File: config.mk
export PLATFORM = sky130hd
export DESIGN_NAME = vga_timing_gen
export DESIGN_NICKNAME = d
export VERILOG_FILES = /design/src/rtl/vga_timing_gen.sv
export SDC_FILE = /design/constraint.sdc
export NUM_CORES = 1
export LEC_CHECK = 0
export BUFFER_PORTS_ARGS = -buffer_cell sky130_fd_sc_hd__clkbuf_2
export CORE_AREA = 2 2 107 109
export CTS_BUF_LIST = sky130_fd_sc_hd__clkbuf_4 sky130_fd_sc_hd__clkbuf_8
export DETAILED_ROUTE_END_ITERATION = 10
export DIE_AREA = 0 0 109 111
export SETUP_SLACK_MARGIN = 0.2
export SYNTH_ARGS = -nofsm -noshare
export SYNTH_HDL_FRONTEND = slang
export SYNTH_SLANG_ARGS = --single-unit
export TNS_END_PERCENT = 100
File: constraint.sdc
create_clock -name clk -period 2.65 [get_ports clk]
set_input_delay 0.53 -clock clk [delete_from_list [all_inputs] [get_ports clk]]
set_output_delay 0.53 -clock clk [all_outputs]
set_load 0.02 [all_outputs]
File: src/rtl/vga_timing_gen.sv
// vga_timing_gen: parametrised VGA raster timing generator.
// A two-state controller (IDLE/RUN) walks an h/v counter pair on each pixel
// tick. Sync, data-enable and active-area coordinates are decoded from the
// next-state counters and registered, so every output describes the same
// h/v position that the counter outputs show in that cycle.
// Starting and stopping are frame aligned: the generator only leaves RUN on
// the pixel tick that wraps (H_TOTAL-1, V_TOTAL-1) to (0,0).
`timescale 1ns/1ps

module vga_timing_gen #(
  parameter int H_ACTIVE = 640,
  parameter int H_FP     = 16,
  parameter int H_SYNC   = 96,
  parameter int H_BP     = 48,
  parameter int V_ACTIVE = 480,
  parameter int V_FP     = 10,
  parameter int V_SYNC   = 2,
  parameter int V_BP     = 33,
  parameter bit HS_POL   = 1'b0,
  parameter bit VS_POL   = 1'b0,
  parameter int CW       = 10,
  parameter int FCW      = 16
) (
  input  logic           clk,
  input  logic           reset,
  input  logic           pix_en,
  input  logic           enable,
  output logic [CW-1:0]  h_counter,
  output logic [CW-1:0]  v_counter,
  output logic [CW-1:0]  x,
  output logic [CW-1:0]  y,
  output logic           de,
  output logic           hsync,
  output logic           vsync,
  output logic           line_start,
  output logic           frame_start,
  output logic           running,
  output logic [FCW-1:0] frame_count
);

  localparam int H_TOTAL  = H_ACTIVE + H_FP + H_SYNC + H_BP;
  localparam int V_TOTAL  = V_ACTIVE + V_FP + V_SYNC + V_BP;
  localparam int HS_START = H_ACTIVE + H_FP;
  localparam int HS_END   = HS_START + H_SYNC;
  localparam int VS_START = V_ACTIVE + V_FP;
  localparam int VS_END   = VS_START + V_SYNC;

  localparam logic [CW-1:0] H_LAST = CW'(H_TOTAL - 1);
  localparam logic [CW-1:0] V_LAST = CW'(V_TOTAL - 1);

  typedef enum logic {
    IDLE = 1'b0,
    RUN  = 1'b1
  } state_e;

  state_e         state_q, state_d;
  logic [CW-1:0]  h_q, h_d;
  logic [CW-1:0]  v_q, v_d;
  logic [CW-1:0]  x_q, x_d;
  logic [CW-1:0]  y_q, y_d;
  logic           de_q, de_d;
  logic           hs_q, hs_d;
  logic           vs_q, vs_d;
  logic           ls_q, ls_d;
  logic           fs_q, fs_d;
  logic [FCW-1:0] fc_q, fc_d;

  // Zero-extended views of the next-state counters for range compares
  // against the integer timing parameters.
  logic [31:0]    h_ext;
  logic [31:0]    v_ext;
  logic           run_next;

  // Next-state logic: controller transitions, counter stepping and strobes.
  always_comb begin
    // NOTE: every signal gets a default first, so no path leaves one
    // unassigned and no latch is inferred.
    state_d = state_q;
    h_d     = h_q;
    v_d     = v_q;
    fc_d    = fc_q;
    ls_d    = 1'b0;
    fs_d    = 1'b0;

    unique case (state_q)
      IDLE: begin
        // Start at (0,0) without advancing; the first step is the next tick.
        if (enable && pix_en) begin
          state_d = RUN;
          h_d     = '0;
          v_d     = '0;
          ls_d    = 1'b1;
          fs_d    = 1'b1;
        end
      end
      RUN: begin
        if (pix_en) begin
          if (h_q == H_LAST) begin
            h_d = '0;
            if (v_q == V_LAST) begin
              // Frame wrap: the only point where the run request is honoured.
              v_d  = '0;
              fc_d = fc_q + FCW'(1);
              if (enable) begin
                ls_d = 1'b1;
                fs_d = 1'b1;
              end else begin
                state_d = IDLE;
              end
            end else begin
              v_d  = v_q + CW'(1);
              ls_d = 1'b1;
            end
          end else begin
            h_d = h_q + CW'(1);
          end
        end
      end
      default: state_d = IDLE;
    endcase
  end

  // Decode sync, data-enable and coordinates from the next-state position.
  always_comb begin
    h_ext    = 32'(h_d);
    v_ext    = 32'(v_d);
    run_next = (state_d == RUN);
    de_d     = run_next && (h_ext < H_ACTIVE) && (v_ext < V_ACTIVE);
    x_d      = de_d ? h_d : '0;
    y_d      = de_d ? v_d : '0;
    hs_d     = (run_next && (h_ext >= HS_START) && (h_ext < HS_END))
               ? HS_POL : ~HS_POL;
    // v only changes alongside the h wrap, so vsync edges land on h = 0.
    vs_d     = (run_next && (v_ext >= VS_START) && (v_ext < VS_END))
               ? VS_POL : ~VS_POL;
  end

  // State and output registers; reset puts syncs at their inactive levels.
  always_ff @(posedge clk or posedge reset) begin
    if (reset) begin
      state_q <= IDLE;
      h_q     <= '0;
      v_q     <= '0;
      x_q     <= '0;
      y_q     <= '0;
      de_q    <= 1'b0;
      hs_q    <= ~HS_POL;
      vs_q    <= ~VS_POL;
      ls_q    <= 1'b0;
      fs_q    <= 1'b0;
      fc_q    <= '0;
    end else begin
      // NOTE: non-blocking assignments here so every register samples the
      // pre-edge values regardless of statement order.
      state_q <= state_d;
      h_q     <= h_d;
      v_q     <= v_d;
      x_q     <= x_d;
      y_q     <= y_d;
      de_q    <= de_d;
      hs_q    <= hs_d;
      vs_q    <= vs_d;
      ls_q    <= ls_d;
      fs_q    <= fs_d;
      fc_q    <= fc_d;
    end
  end

  assign h_counter   = h_q;
  assign v_counter   = v_q;
  assign x           = x_q;
  assign y           = y_q;
  assign de          = de_q;
  assign hsync       = hs_q;
  assign vsync       = vs_q;
  assign line_start  = ls_q;
  assign frame_start = fs_q;
  assign running     = (state_q == RUN);
  assign frame_count = fc_q;

endmodule

Word-level counts from Yosys, hierarchy flattened
Cells that the tools add are included.
{"block": "classes", "n_lt_le_gt_ge": 6, "div": 0, "mul": 0, "n_mux": 26, "shifts": 0, "n_addsub": 3, "n_eq_ne": 2, "n_reduce_logical": 8, "bitwise_logic": 1}
{"operator": "2-to-1 mux 10 bit", "n": 9}
{"operator": "one-hot mux 10 bit (2 select lines)", "n": 2}
{"operator": "adder 10 x 1 -> 10 bit (second input constant)", "n": 2}
{"operator": "equality test 10 bit (second input constant)", "n": 2}
{"operator": "less-than comparator 10 bit (second input constant)", "n": 2}
{"operator": "less-than comparator 10 x 9 -> 1 bit (second input constant)", "n": 2}
{"operator": "adder 16 x 1 -> 16 bit (second input constant)", "n": 1}
{"operator": "2-to-1 mux 1 bit", "n": 12}
{"operator": ">= comparator 10 bit (second input constant)", "n": 1}
{"operator": ">= comparator 10 x 9 -> 1 bit (second input constant)", "n": 1}
{"operator": "logical AND 1 bit", "n": 7}
{"operator": "one-hot mux 1 bit (2 select lines)", "n": 3}
{"operator": "AND reduction 4 bit", "n": 1}
{"operator": "inverter 1 bit", "n": 1}
{"block": "totals", "rom_bits": 0, "regBits": 62, "inputBits": 4, "n_memories": 0, "ram_bits": 0, "latchBits": 0}

Depth between registers and ports, before layout
{"block": "logic_depth", "depth_word": 9, "depth_mapped": 9}

Worst setup path after synthesis
OpenSTA, ideal clock, no wires.
{"block": "synth_timing", "kind": "register -> register", "start": "register h_q[0], in the netlist h_counter[0]", "end": "register de_q, in the netlist de", "t_arrival_ns": 2.386, "path_stages_with_launch": 9, "path_slack_ns": 0.123, "setup_ns": 0.140, "n_path_buf": 1, "required_time_ns": 2.510, "cell_sequence": "dfrtp_1 > ha_1 > and3_2 > nand3_4 > or3_1 > o31a_1 > o311ai_4 > buf_6 > nor2_1"}
{"block": "synth_via", "elab_chain_len": 7}
{"element": "from (decl)", "line_no": "57", "text": "logic [CW-1:0] h_q, h_d;"}
{"element": "from (signal assigned)", "line_no": "142", "text": "h_q <= '0;"}
{"element": "from (signal assigned)", "line_no": "156", "text": "h_q <= h_d;"}
{"element": "adder 10 x 1 -> 10 bit / equality test 10 bit (equally long branches)", "line_no": "115, 98"}
{"element": "2-to-1 mux 10 bit", "line_no": "98", "text": "if (h_q == H_LAST) begin"}
{"element": "2-to-1 mux 10 bit", "line_no": "97", "text": "if (pix_en) begin"}
{"element": "one-hot mux 10 bit (2 select lines)", "line_no": "85", "text": "unique case (state_q)"}
{"element": "less-than comparator 10 bit", "line_no": "128", "text": "de_d = run_next && (h_ext < H_ACTIVE) && (v_ext < V_ACTIVE);"}
{"element": "logical AND 1 bit", "line_no": "128"}
{"element": "logical AND 1 bit *", "line_no": "128"}
{"element": "via de_d", "line_no": "61", "text": "logic de_q, de_d;"}
{"element": "to (signal assigned)", "line_no": "146", "text": "de_q <= 1'b0;"}
{"element": "to (signal assigned)", "line_no": "160", "text": "de_q <= de_d;"}
{"element": "to (decl)", "line_no": "61"}
Mark *: on every way through the listed nets, which the timed path passes. The rest lies on a longest branch.
A chain may end at the register's enable or synchronous reset.

Final worst setup path
{"block": "layout_timing", "start": "register h_q[5], in the netlist h_counter[5]", "end": "register y_q[6], in the netlist y[6]"}
{"block": "layout_via", "elab_chain_len": 8}
{"element": "adder 10 x 1 -> 10 bit / equality test 10 bit (equally long branches)", "line_no": "115, 98"}
{"element": "2-to-1 mux 10 bit", "line_no": "98"}
{"element": "2-to-1 mux 10 bit", "line_no": "97"}
{"element": "one-hot mux 10 bit (2 select lines)", "line_no": "85"}
{"element": "less-than comparator 10 bit", "line_no": "128"}
{"element": "logical AND 1 bit (2 in a row)", "line_no": "128"}
{"element": "2-to-1 mux 10 bit *", "line_no": "130", "text": "y_d = de_d ? v_d : '0;"}
{"element": "via y_d[6]", "line_no": "60", "text": "logic [CW-1:0] y_q, y_d;"}
{"element": "to (signal assigned)", "line_no": "159", "text": "y_q <= y_d;"}
{"element": "to (decl)", "line_no": "60"}
Marks and branches as above.

==> impl_metrics.ini <==
[worst_setup_path]
worstPathCellList = buf_12 -> or3_4 -> nor4_4 -> o21ai_2 -> a31oi_4 -> buf_6 -> o311ai_4 -> buf_4 -> nor3_1
worstPathRequired_ns = 2.89
worst_setup_path_end_kind = flip-flop
worst_setup_path_start_kind = flip-flop
critPathKind = flip-flop to flip-flop
arrival_ns = 2.70
slowest_delay_ns = 0.44
crit_fanout = 4
crit_slowest_cell = sky130_fd_sc_hd__dfrtp_2

[pwr]
total_leakage_power_nw = 2.07
power_density_mw_per_mm2 = 608
peak_ir_drop_on_the_vdd_network_mv = 0.216

[floorplan]
floorplan.die.width_um = 109
i_o_pins = 66
core.rowCount = 39
floorplan.core_area_mm2 = 0.0111
die-area_mm2 = 0.0121
floorplan.initialDensity = 0.293
chipHeight_um = 111

[clock_tree]
number_of_buffers_created_by_cts = 9
cts.root.buffer_cell = sky130_fd_sc_hd__clkbuf_8
clk_transition_reported_paths_ns = 0.07
clock_tree.htree_level_count = 3
ctsHoldBuffers = 0
clk_latency_ns = 0.34
tritoncts = built
number_of_sinks_handled_by_clock_tree_synthesis = 62
cts-root-to-sink-buffers = 2

[flow_run]
drv.max_cap_violation_count = 0

[global_route]
antenna_violations_before_repair = 0
grt_first_pass_wirelength_um = 15000
groute.usage.overall = 0.159
first_global_vias = 2923
grt_max_degree = 33
grt_overflow_total = 0

[timing]
finalHoldViolations = 0
worst_slew_margin_rel = 0.626
finalHoldWorstSlack_ns = 0.246
clock_skew_ns = 0.00905
slew_violations = 0
timing.final.crit_period_ns = 2.46
worst_pin_slew_ns = 0.561
setup-tns-final_ns = 0
rsz0062_at_grt = true
period_share = 0.930
fmax_mhz = 406
finalSetupViolations = 0

[drt]
detailed_route_wire_length_per_cell_um = 16.5
drt-initial-drc-count = 166
detailroute.via_count = 2837
route.detailed.drc = 0
finalWirelength_um = 9490
detail-route-antenna-nets = 0
routed_via_density = 4.93
drt-pass1-iter-count = 4

[yosys]
ys_dominant_reg_cell = sky130_fd_sc_hd__dfrtp_1
synthesis.instances = 316
synthArstFlopShare = 1.00
synth.area.top_cells = sky130_fd_sc_hd__dfrtp_1 46%, sky130_fd_sc_hd__nand2_1 4.7%, sky130_fd_sc_hd__xnor2_1 3.2%, sky130_fd_sc_hd__nor3_1 2.2%, sky130_fd_sc_hd__inv_1 2.0%
synth_sequential_area_ratio = 0.479
synth_cell_types = 69
number_of_nets_in_the_synthesized_netlist = 324
synth_top_area_cell = sky130_fd_sc_hd__dfrtp_1
number_of_synthesized_flops_with_an_enable_pin = 0
post-synth-top-count-cell = sky130_fd_sc_hd__dfrtp_1
avgSynthCellArea_um2 = 10.3
ys.warnings.count = 0
cell_area_after_synthesis_mm2 = 0.00324
synth.top_cell.area_share = 0.463
synth.top_cells.by_count = 60 x sky130_fd_sc_hd__dfrtp_1, 41 x sky130_fd_sc_hd__nand2_1, 17 x sky130_fd_sc_hd__inv_1, 15 x sky130_fd_sc_hd__nor2_1, 14 x sky130_fd_sc_hd__nor3_1
yosys_reg_bits = 62

[cells_and_area]
final_util = 0.406
antennaDiodeCount = 0
final_cell_area_mm2 = 0.00449
final_net_count = 436
synthToLayoutAreaGrowth_pct = 38.4
post_route_cells_drive_above_1_share = 0.434

[place]
gpl.final_weighted_congestion = 0.904
placed_area_mm2 = 0.00396
dp_hpwl_um = 6730
io_buffers = 65

[run_status]
outcome = complete, no violations

[min_path]
hp-class = primary input to asynchronous set/reset pin
area by class of cell:
class,count,area [um2]
fill,1091,6590
multi-input combinational,224,1740
sequential,62,1560
timing repair buffer,112,732
tap,143,179
clock buffer,12,159
inverter,19,71.3
clock inverter,4,45.0
repair_timing:
| action | CTS | global route |
|---|---|---|
| gates resized for setup | 3 | 33 |
| setup buffers | 1 | 12 |
| pin swaps | 0 | 15 |
| setup endpoints to repair | 15 | 25 |
| gates cloned | 0 | 1 |
kinds of logic after synthesis:
family | Yosys count | share of synthesized area
other | 1 | 0.00116
flip-flops | 62 | 0.479
AO/OA/AOI/OAI | 55 | 0.137
buffers and inverters | 30 | 0.0413
multiplexers | 3 | 0.00964
adder cells (fa/ha/maj) | 4 | 0.0154
XOR/XNOR | 19 | 0.0513
AND/OR/NAND/NOR | 142 | 0.265
registers in the layout, indices dropped and copies added (netlist names):
| signal | cells |
|---|---|
| frame_count | 16 |
| h_counter | 10 |
| v_counter | 10 |
| x | 10 |
| y | 10 |
| de | 1 |
| frame_start | 1 |
| hsync | 1 |
| line_start | 1 |
| running | 1 |
| vsync | 1 |
cells in the final DEF, fill, tap and decap left out, types with 5 or more instances in the layout:
cell / instances
sky130_fd_sc_hd__dfrtp_1: 53
sky130_fd_sc_hd__xor2_1: 7
sky130_fd_sc_hd__nor2_1: 15
sky130_fd_sc_hd__nor4_1: 5
sky130_fd_sc_hd__nand2_1: 41
sky130_fd_sc_hd__xnor2_1: 12
sky130_fd_sc_hd__clkbuf_2: 65
sky130_fd_sc_hd__nand3_1: 11
sky130_fd_sc_hd__dfrtp_2: 7
sky130_fd_sc_hd__nor3_1: 7
sky130_fd_sc_hd__a21oi_1: 6
sky130_fd_sc_hd__o21ai_0: 11
sky130_fd_sc_hd__nor3_4: 5
sky130_fd_sc_hd__clkbuf_8: 11
sky130_fd_sc_hd__nand4_1: 7
sky130_fd_sc_hd__inv_1: 16
sky130_fd_sc_hd__buf_4: 41
sky130_fd_sc_hd__nor2_2: 9
critical path: cells and delay by family, from the launching register on:
kind | cells | cell delay [ns]
AO/OA/AOI/OAI | 3 | 0.48
AND/OR/NAND/NOR | 3 | 0.99
flip-flops | 1 | 0.44
buffers and inverters | 3 | 0.44
path summary, 6_finish.rpt:
check                           depth (start not counted)  slack [ns]            start              end
worst max-delay path                                    9        0.19     h_counter[5]             y[6]
worst min-delay path                                    3        0.25            reset      frame_start
worst max register to register                          9        0.19     h_counter[5]             y[6]
worst min register to register                          1        0.47  frame_count[15]  frame_count[15]
max in group asynchronous                               3        2.05            reset            vsync
min in group clk                                        1        0.47  frame_count[15]  frame_count[15]
where the power goes:
part | total, mW | leakage (nW) | switching [mW] | internal (mW)
Combinational | 0.749 | 1.17 | 0.420 | 0.329
Clock | 0.855 | 0.110 | 0.363 | 0.491
Sequential | 1.13 | 0.790 | 0.0885 | 1.04
routing by layer:
layer | track usage | part of all wire | up-vias
met3 | 0.0329 | 0.048 | 14
met5 | 0 | 0 | -
met2 | 0.249 | 0.48 | 80
met1 | 0.216 | 0.45 | 1390
met4 | 0.0556 | 0.017 | 0
li1 | - | - | 1353
through the flow:
stage / power [mW] / setup WS (ns) / cells
detailed placement: 1.74 / 0.0817 / 546
floorplan: 1.53 / 0.250 / 316
CTS: 2.62 / 0.209 / 563
global placement: 1.74 / 0.131 / 546
finish: 2.73 / 0.186 / 576
global route: 2.88 / 0.134 / 576
(Power assumes the default switching activity.)
